===== src/rtl/postfix_pkg.sv =====
// postfix_pkg: shared opcodes, error codes and state/token enums for the postfix evaluator
package postfix_pkg;

    localparam logic [7:0] OP_ADD = 8'h2B;
    localparam logic [7:0] OP_SUB = 8'h2D;
    localparam logic [7:0] OP_MUL = 8'h2A;
    localparam logic [7:0] OP_DIV = 8'h2F;

    localparam logic [2:0] ERR_NONE  = 3'd0;
    localparam logic [2:0] ERR_OVF   = 3'd1;
    localparam logic [2:0] ERR_UNDER = 3'd2;
    localparam logic [2:0] ERR_DIVZ  = 3'd3;
    localparam logic [2:0] ERR_BADOP = 3'd4;
    localparam logic [2:0] ERR_UNBAL = 3'd5;

    typedef enum logic [1:0] {S_IDLE, S_EXEC, S_DIV, S_HOLD} state_t;

    typedef enum logic [1:0] {TK_NUM, TK_OP, TK_END} tok_t;

    function automatic logic is_op(input logic [7:0] c);
        return (c == OP_ADD) || (c == OP_SUB) || (c == OP_MUL) || (c == OP_DIV);
    endfunction

endpackage


===== src/rtl/postfix_div.sv =====
// postfix_div: sequential signed restoring divider, one quotient bit per cycle, truncating toward zero
module postfix_div #(
    parameter int DATA_W = 16
) (
    input  logic              CLK,
    input  logic              RST,
    input  logic              start,
    input  logic [DATA_W-1:0] a,
    input  logic [DATA_W-1:0] b,
    output logic [DATA_W-1:0] quotient,
    output logic              done
);

    localparam int CW = $clog2(DATA_W + 1);

    logic [DATA_W-1:0] q_q, d_q, r_q;
    logic [DATA_W-1:0] a_mag, b_mag;
    logic [DATA_W:0]   r_sh, r_sub;
    logic [CW-1:0]     cnt_q;
    logic              neg_q, run_q, done_q;

    // Magnitudes of the operands and the trial subtraction for the current bit
    always_comb begin
        a_mag    = a[DATA_W-1] ? -a : a;
        b_mag    = b[DATA_W-1] ? -b : b;
        r_sh     = {r_q, q_q[DATA_W-1]};
        r_sub    = r_sh - {1'b0, d_q};
        quotient = neg_q ? -q_q : q_q;
        done     = done_q;
    end

    // Load on start, then shift one dividend bit into the remainder per cycle
    always_ff @(posedge CLK) begin
        if (RST) begin
            q_q    <= '0;
            d_q    <= '0;
            r_q    <= '0;
            cnt_q  <= '0;
            neg_q  <= 1'b0;
            run_q  <= 1'b0;
            done_q <= 1'b0;
        end else begin
            done_q <= 1'b0;
            if (start) begin
                q_q   <= a_mag;
                d_q   <= b_mag;
                r_q   <= '0;
                neg_q <= a[DATA_W-1] ^ b[DATA_W-1];
                cnt_q <= CW'(DATA_W);
                run_q <= 1'b1;
            end else if (run_q) begin
                q_q   <= {q_q[DATA_W-2:0], ~r_sub[DATA_W]};
                r_q   <= r_sub[DATA_W] ? r_sh[DATA_W-1:0] : r_sub[DATA_W-1:0];
                cnt_q <= cnt_q - CW'(1);
                if (cnt_q == CW'(1)) begin
                    run_q  <= 1'b0;
                    done_q <= 1'b1;
                end
            end
        end
    end

endmodule


===== src/rtl/postfix_eval.sv =====
// postfix_eval: stack evaluator for a postfix token stream with strobe/BUSY handshake
module postfix_eval
    import postfix_pkg::*;
#(
    parameter int DATA_W = 16,
    parameter int DEPTH  = 16
) (
    input  logic              CLK,
    input  logic              RST,
    input  logic [7:0]        SIGN_IN,
    input  logic [7:0]        NUMBER_IN,
    input  logic              SIGN_STB,
    input  logic              NUMBER_STB,
    output logic              BUSY,
    output logic [DATA_W-1:0] RESULT,
    output logic              RESULT_STB,
    output logic [2:0]        ERROR
);

    localparam int PW = $clog2(DEPTH + 1);
    localparam int AW = $clog2(DEPTH);

    state_t            state_q;
    tok_t              kind_q;
    logic [7:0]        sign_q, num_q;
    logic [DATA_W-1:0] stk_q [DEPTH];
    logic [PW-1:0]     sp_q;
    logic [2:0]        err_q, error_q;
    logic [DATA_W-1:0] result_q;
    logic              result_stb_q, div_start_q;
    logic [AW-1:0]     i_top, i_nxt, i_push;
    logic [DATA_W-1:0] tos, nos, alu, num_ext, div_quo;
    logic              div_done;

    postfix_div #(.DATA_W(DATA_W)) u_div (
        .CLK      (CLK),
        .RST      (RST),
        .start    (div_start_q),
        .a        (nos),
        .b        (tos),
        .quotient (div_quo),
        .done     (div_done)
    );

    // Combinational reads of top/next and the non-divide arithmetic result
    always_comb begin
        i_top   = AW'(sp_q - PW'(1));
        i_nxt   = AW'(sp_q - PW'(2));
        i_push  = AW'(sp_q);
        tos     = stk_q[i_top];
        nos     = stk_q[i_nxt];
        num_ext = {{(DATA_W-8){1'b0}}, num_q};
        alu     = (sign_q == OP_ADD) ? nos + tos : (sign_q == OP_SUB) ? nos - tos : nos * tos;
    end

    assign BUSY       = (state_q != S_IDLE);
    assign RESULT     = result_q;
    assign RESULT_STB = result_stb_q;
    assign ERROR      = error_q;

    // Token capture, stack update, error latch and result presentation
    always_ff @(posedge CLK) begin
        if (RST) begin
            state_q      <= S_IDLE;
            kind_q       <= TK_NUM;
            sign_q       <= '0;
            num_q        <= '0;
            sp_q         <= '0;
            err_q        <= ERR_NONE;
            error_q      <= ERR_NONE;
            result_q     <= '0;
            result_stb_q <= 1'b0;
            div_start_q  <= 1'b0;
        end else begin
            result_stb_q <= 1'b0;
            div_start_q  <= 1'b0;
            case (state_q)
                S_IDLE: if (SIGN_STB || NUMBER_STB) begin
                    kind_q  <= (SIGN_STB && NUMBER_STB) ? TK_END : SIGN_STB ? TK_OP : TK_NUM;
                    sign_q  <= SIGN_IN;
                    num_q   <= NUMBER_IN;
                    state_q <= S_EXEC;
                end
                S_EXEC: begin
                    state_q <= S_HOLD;
                    if (kind_q == TK_END) begin
                        result_stb_q <= 1'b1;
                        result_q     <= (err_q == ERR_NONE && sp_q == PW'(1)) ? tos : '0;
                        error_q      <= (err_q != ERR_NONE) ? err_q : (sp_q == PW'(1)) ? ERR_NONE : ERR_UNBAL;
                        sp_q         <= '0;
                        err_q        <= ERR_NONE;
                    end else if (err_q == ERR_NONE) begin
                        if (kind_q == TK_NUM) begin
                            if (sp_q == PW'(DEPTH)) begin
                                err_q <= ERR_OVF;
                            end else begin
                                stk_q[i_push] <= num_ext;
                                sp_q          <= sp_q + PW'(1);
                            end
                        end else if (!is_op(sign_q)) begin
                            err_q <= ERR_BADOP;
                        end else if (sp_q < PW'(2)) begin
                            err_q <= ERR_UNDER;
                        end else if (sign_q == OP_DIV) begin
                            if (tos == '0) begin
                                err_q <= ERR_DIVZ;
                            end else begin
                                div_start_q <= 1'b1;
                                state_q     <= S_DIV;
                            end
                        end else begin
                            stk_q[i_nxt] <= alu;
                            sp_q         <= sp_q - PW'(1);
                        end
                    end
                end
                S_DIV: if (div_done) begin
                    stk_q[i_nxt] <= div_quo;
                    sp_q         <= sp_q - PW'(1);
                    state_q      <= S_HOLD;
                end
                S_HOLD: if (!SIGN_STB && !NUMBER_STB) state_q <= S_IDLE;
            endcase
        end
    end

endmodule

===== config.mk =====
export PLATFORM = sky130hd
export DESIGN_NAME = postfix_eval
export DESIGN_NICKNAME = d
export VERILOG_FILES = /design/src/rtl/postfix_pkg.sv /design/src/rtl/postfix_div.sv /design/src/rtl/postfix_eval.sv
export SDC_FILE = /design/constraint.sdc
export NUM_CORES = 1
export LEC_CHECK = 0
export ABC_AREA = 1
export CAP_MARGIN = 20
export CORE_AREA = 3 3 271 273
export CTS_BUF_LIST = sky130_fd_sc_hd__clkbuf_16
export DETAILED_ROUTE_END_ITERATION = 10
export DIE_AREA = 0 0 274 276
export DONT_BUFFER_PORTS = 1
export SYNTH_ARGS = -nofsm -noshare
export SYNTH_HDL_FRONTEND = slang
export SYNTH_SLANG_ARGS = --single-unit

===== constraint.sdc =====
create_clock -name CLK -period 8.75 [get_ports CLK]
set_clock_uncertainty 0.1 [all_clocks]
set_input_delay 1.75 -clock CLK [delete_from_list [all_inputs] [get_ports CLK]]
set_output_delay 1.75 -clock CLK [all_outputs]
set_load 0.01 [all_outputs]

# ---- Yosys cells after proc, flatten, opt, wreduce, memory -nomap -nowiden
# Memory sizes are Yosys's and may differ from the RTL's.
# Cells that the tools add are included.
dict set report word_totals {
  in_bits 20
  ff_bits 105
  n_memories 1
  romBits 0
  latchBits 0
  elab_cells 162
  out_inout_bits 21
  ramBits 256
}
dict set report classes {
  reduce_logical 28
  muxes 73
  n_shift 0
  n_bitwise 8
  order_cmp 1
  multipliers 1
  addsub 10
  n_div 0
  n_eq_ne 22
}
# memory depth width read_ports rd_ports_with_merged_regs wr line
set mem_list {}
lappend mem_list {stk_q 16 16 2 0 1 postfix_eval.sv:26} ;# logic [DATA_W-1:0] stk_q [DEPTH];
# op count
set op_table {}
lappend op_table {{$mux 16} 11}
lappend op_table {{$mux 5} 10}
lappend op_table {{$neg 16->16} 3}
lappend op_table {{$mux 1} 35}
lappend op_table {{$eq 8x6->1 const B} 4}
lappend op_table {{$mux 3} 10}
lappend op_table {{$sub 17x16->17} 1}
lappend op_table {{$add 16x16->16} 1}
lappend op_table {{$logic_not 16->1} 1}
lappend op_table {{$mul 16x16->16} 1}
lappend op_table {{$ne 4x4->1 const B} 4}
lappend op_table {{$reduce_or 16->1} 1}
lappend op_table {{$sub 16x16->16} 1}
lappend op_table {{$eq 5x1->1 const B} 2}
lappend op_table {{$pmux 5 s2} 1}
lappend op_table {{$sub 5x1->5 const B} 2}
lappend op_table {{$mux 2} 4}
lappend op_table {{$pmux 2 s4} 1}
lappend op_table {{$reduce_bool 2->1} 4}
lappend op_table {{$reduce_or 8->1} 1}
lappend op_table {{$reduce_and 7->1} 1}
lappend op_table {{$eq 2x2->1 const B} 3}
lappend op_table {{$not 1->1} 6}
lappend op_table {{$add 5x1->5 const B} 1}
lappend op_table {{24 further kinds} 34}

# ---- Logic depth before layout (Yosys ltp)
dict set report logic_depth {
  ltp_word 14
  ltp_mapped 45
  depth_no_buf 40
}

# ---- By module
# A second synthesis with hierarchy kept.
dict set report unflattened {
  cells_unflattened 3277
  area_unflattened_um2 25524.5
}
# mod area_each_um2 instances cells_per_inst
set by_module_without_submodules {}
lappend by_module_without_submodules {postfix_eval 20920.1 1 2546}
lappend by_module_without_submodules {postfix_div 4604.4 1 731}

# ---- Worst setup path before layout
# Ideal clock, no wire load.
dict set report synth_path {
  kind {register to register}
  start {register sp_q[0]}
  end {memory stk_q[0][15] (data pin)}
  setup_ps 291
  arrival_ps 7593
  setup_slack_ps 766
  path_stages_with_launch 41
  path_buffers 8
  period_less_slack_ps 7984
  cell_sequence {dfxtp_1 -> buf_6 -> inv_4 -> buf_6 -> buf_4 -> buf_4 -> ha_1 -> buf_2 -> buf_2 -> buf_2 -> o21ai_0 -> o211ai_1 -> nand3_1 -> nand2_1 -> clkbuf_1 -> clkinv_1 -> nor2_1 -> fa_1 -> (+5 left out) -> fa_1 -> inv_1 -> ha_1 -> a21oi_1 -> o21ai_0 -> a21oi_1 -> nor2_1 -> o21ai_0 -> nand2_1 -> nand2_1 -> nand2_1 -> a21oi_1 -> inv_1 -> nand3_1 -> nand3_1 -> nand3_1 -> nand2_1 -> a21oi_1}
}
dict set report synth_between {
  elab_chain_len 12
  word_cells_on_any_way 21
  cone_classes {add/sub: 4; mul: 1; order compare: 1; mux: 12; bitwise: 1; reduce/logical: 1; memory: 1}
}
# item line
set synth_rtl {}
lappend synth_rtl {{from (decl)} postfix_eval.sv:27} ;# logic [PW-1:0] sp_q;
lappend synth_rtl {{from (signal assigned)} postfix_eval.sv:98} ;# sp_q <= sp_q + PW'(1);
lappend synth_rtl {{from (signal assigned)} postfix_eval.sv:113} ;# sp_q <= sp_q - PW'(1);
lappend synth_rtl {{from (signal assigned)} postfix_eval.sv:119} ;# sp_q <= sp_q - PW'(1);
lappend synth_rtl {{parallel branches: the longest is 11 deep, another holds $mem_v2 16x16} n/a}
lappend synth_rtl {{$mux 16 (no source line) (*)} n/a}
lappend synth_rtl {{to (decl)} postfix_eval.sv:26}
# Every way passes the cells marked *.

# ---- Worst setup path in the final report
dict set report layout_path {
  start {register sp_q[0]}
  end {memory stk_q[6][15] (data pin)}
}
# Same word-level chain as after synthesis.

==> impl_results.md <==
* Outcome: finished, final reports clean
* Startpoint Class: flop
* Worst hold path class: flop to flop
* Grt ovf at 0
* CTS buffer count at 42
* Synth Flop Type: edfxtp_1
* Hold Crit Start: sign_q[5]$_SDFFE_PP0P_
* Final nets at 3,306
* I/O Buffers at 0
* Syn_area_per_cell at slightly below 8 sq um
* Slew @ Worst Pin at 1.05 ns
* Core area at approximately 71,000 sq um
* Syn_nets at ~3.3k
* Final period util at 0.923
* Clock Sinks at 361
* Initial Utilization at 0.348
* Slowest cell on crit path: dfxtp_4
* Clock Path Buffers at 3
* WHS at roughly 0.37 ns
* Gpl congestion at approximately 0.94
* HPWL after DPL at ~55,000 um
* Max-Cap Viols at 0
* Vias in the first global route at around 21k
* Critical path required time at between 9 and 10 ns
* Clk slew on worst S/H paths at roughly 0.060 ns
* CTS H-tree lvls at 2
* Shortest period the worst path allows at 8.08 ns
* Share of cells above drive strength 1 at 0.0714
* Commonest cells after routing, fill and taps aside: nand2_1, inv_1, nand3_1
* Final slew viol count at 0
* Crit Path Category: flop to flop
* Reg2reg start: sp_q[0]$_SDFFE_PP0P_
* Slew margin rel. at 0.298
* Hold violation count in the final report at 0
* DRC Markers at 0
* EDFF count, synth at about 260
* Post-Syn Instances at about 3.1k
* Setup WS post-layout at 0.670 ns
* IO Pins at between 40 and 50
* Netlist cell types at 62
* CP max FO at around 190
* Synth Warn # at 0
* First-pass GRT wire length at around 130,000 um
* Area delta synth->final at 9.69%
* 1st-pass router iterations at 6
* Crit path DAT at roughly 8.4 ns
* Pre-CTS WS at between 0.4 and 0.5 ns
* Sequential fraction of the synthesis area at 0.395
* Initial antenna violation count at 0
* CTS Hold Bufs at 0
* Netlist Area Pre-Place at approximately 25,000 sq um
* CTS tree: built
* Tot GR Track Use at 0.215
* Final TNS setup at 0 ns
* Kind of end point of the critical path: flop
* #FFs+latches synth at between 300 and 400
* Routed WL at around 83,000 um
* Skew-Pair Late Insertion Delay at between 0.6 and 0.7 ns
* Die height at approximately 280 um
* Die area at between 70,000 and 80,000 sq um
* Via count at roughly 22k
* Routed Antenna Nets at 0
* Vias per std cell at ~5.4
* Die Span X at approximately 270 um
* Std cell rows at 98
* Finished Core Util at 0.381
* Largest net degree at the start of global routing at between 200 and 250
* Most common cell after layout, fill and taps aside: nand2_1
* Initial DRC count at 2,512
* Fill count at roughly 7.4k
* Final setup viols at 0
* Max stage delay on crit path at between 0.5 and 0.6 ns
* Fmax at approximately 120 MHz
* RSZ-0062 raised after global routing: false
* WL/cell at ~20 um
* Root Buffer: clkbuf_16
* Worst Setup SP: sp_q[0]$_SDFFE_PP0P_
* Share of flip-flops with an asynchronous set or reset at 0
-- Yosys cell counts, drive strengths merged, types with 26 or more instances --
master  instances  share of area
ha            111          0.056
o211ai         57          0.018
nand2         692           0.11
a21oi         219          0.044
o21ai         247          0.050
edfxtp        256           0.31
fa             83          0.067
dfxtp         105          0.085
buf           106          0.026
xor2           38          0.015
clkbuf         47         0.0071
a31oi          26         0.0066
nand3         319          0.065
nor2          312          0.049
nor3           32         0.0071
inv           368          0.056
-- layout make-up --
type,count,area (sq um),share of cell area
Multi-Input combinational cell,2234,12900,0.473
Sequential cell,361,9790,0.360
Inverter,381,1440,0.0530
Tap cell,950,1190,0.0437
Clock buffer,43,1080,0.0395
Timing Repair Buffer,72,609,0.0224
Clock inverter,34,230,0.00846
Antenna cell,1,2.50,0.0000920
-- state kept, by name, summed over array words and instances (netlist names) --
register / count
sp_q: 5
state_q: 2
u_div.done: 1
div_start_q: 1
u_div.q_q: 16
kind_q: 2
err_q: 3
RESULT: 16
ERROR: 3
stk_q: 256
u_div.run_q: 1
u_div.r_q: 16
u_div.neg_q: 1
u_div.d_q: 16
u_div.cnt_q: 5
num_q: 8
sign_q: 8
RESULT_STB: 1
-- path summary, 6_finish.rpt --
check | endpoint | slack [ns] | cells past startpoint
worst max register to register | stk_q[6][15]$_DFFE_PP_ | 0.67 | 34
worst min register to register | sign_q[5]$_SDFFE_PP0P_ | 0.37 | 2
worst min-delay path | sign_q[5]$_SDFFE_PP0P_ | 0.37 | 2
worst max-delay path | stk_q[6][15]$_DFFE_PP_ | 0.67 | 34
-- worst max-delay path: cells and delay by family (launching register included) --
kind | cells | cell delay, ns
simple gates | 13 | 1.49
flops | 1 | 0.57
buf+inv | 6 | 1.28
fa+ha+maj | 7 | 2.97
compound gates | 8 | 1.30
-- cell families after synthesis --
family                   count (synthesis)  share of synthesized area
multiplexers                             1                   0.000404
AND/OR/NAND/NOR                       1375                      0.233
AO/OA/AOI/OAI                          611                      0.138
buffers and inverters                  534                     0.0906
adder cells (fa/ha/maj)                194                      0.123
XOR/XNOR                                53                     0.0205
flip-flops                             361                      0.395
-- metal layers --
layer / wire length (um) / global-route usage / share of wire / vias to the layer above
li1: - / - / - / 10369
met1: 36100 / 0.307 / 0.43 / 10419
met2: 37400 / 0.336 / 0.45 / 960
met3: 7020 / 0.0278 / 0.084 / 155
met4: 2620 / 0.0764 / 0.031 / 0
met5: 0 / 0 / 0 / -
-- repair_timing --
action	4_1_cts	5_1_grt
gates resized for setup	0	5
buffers inserted	0	2
setup endpoints to repair	0	56
-- stage by stage --
step | cells | instance area [sq um]
floorplan | 3129 | 24800
global placement | 3996 | 25800
detailed placement | 3996 | 25800
CTS | 4073 | 27200
global route | 4075 | 27200
finish | 4076 | 27200
Power is not shown: default switching activity piles up to over one toggle a cycle in this logic, so the estimate is an artifact.
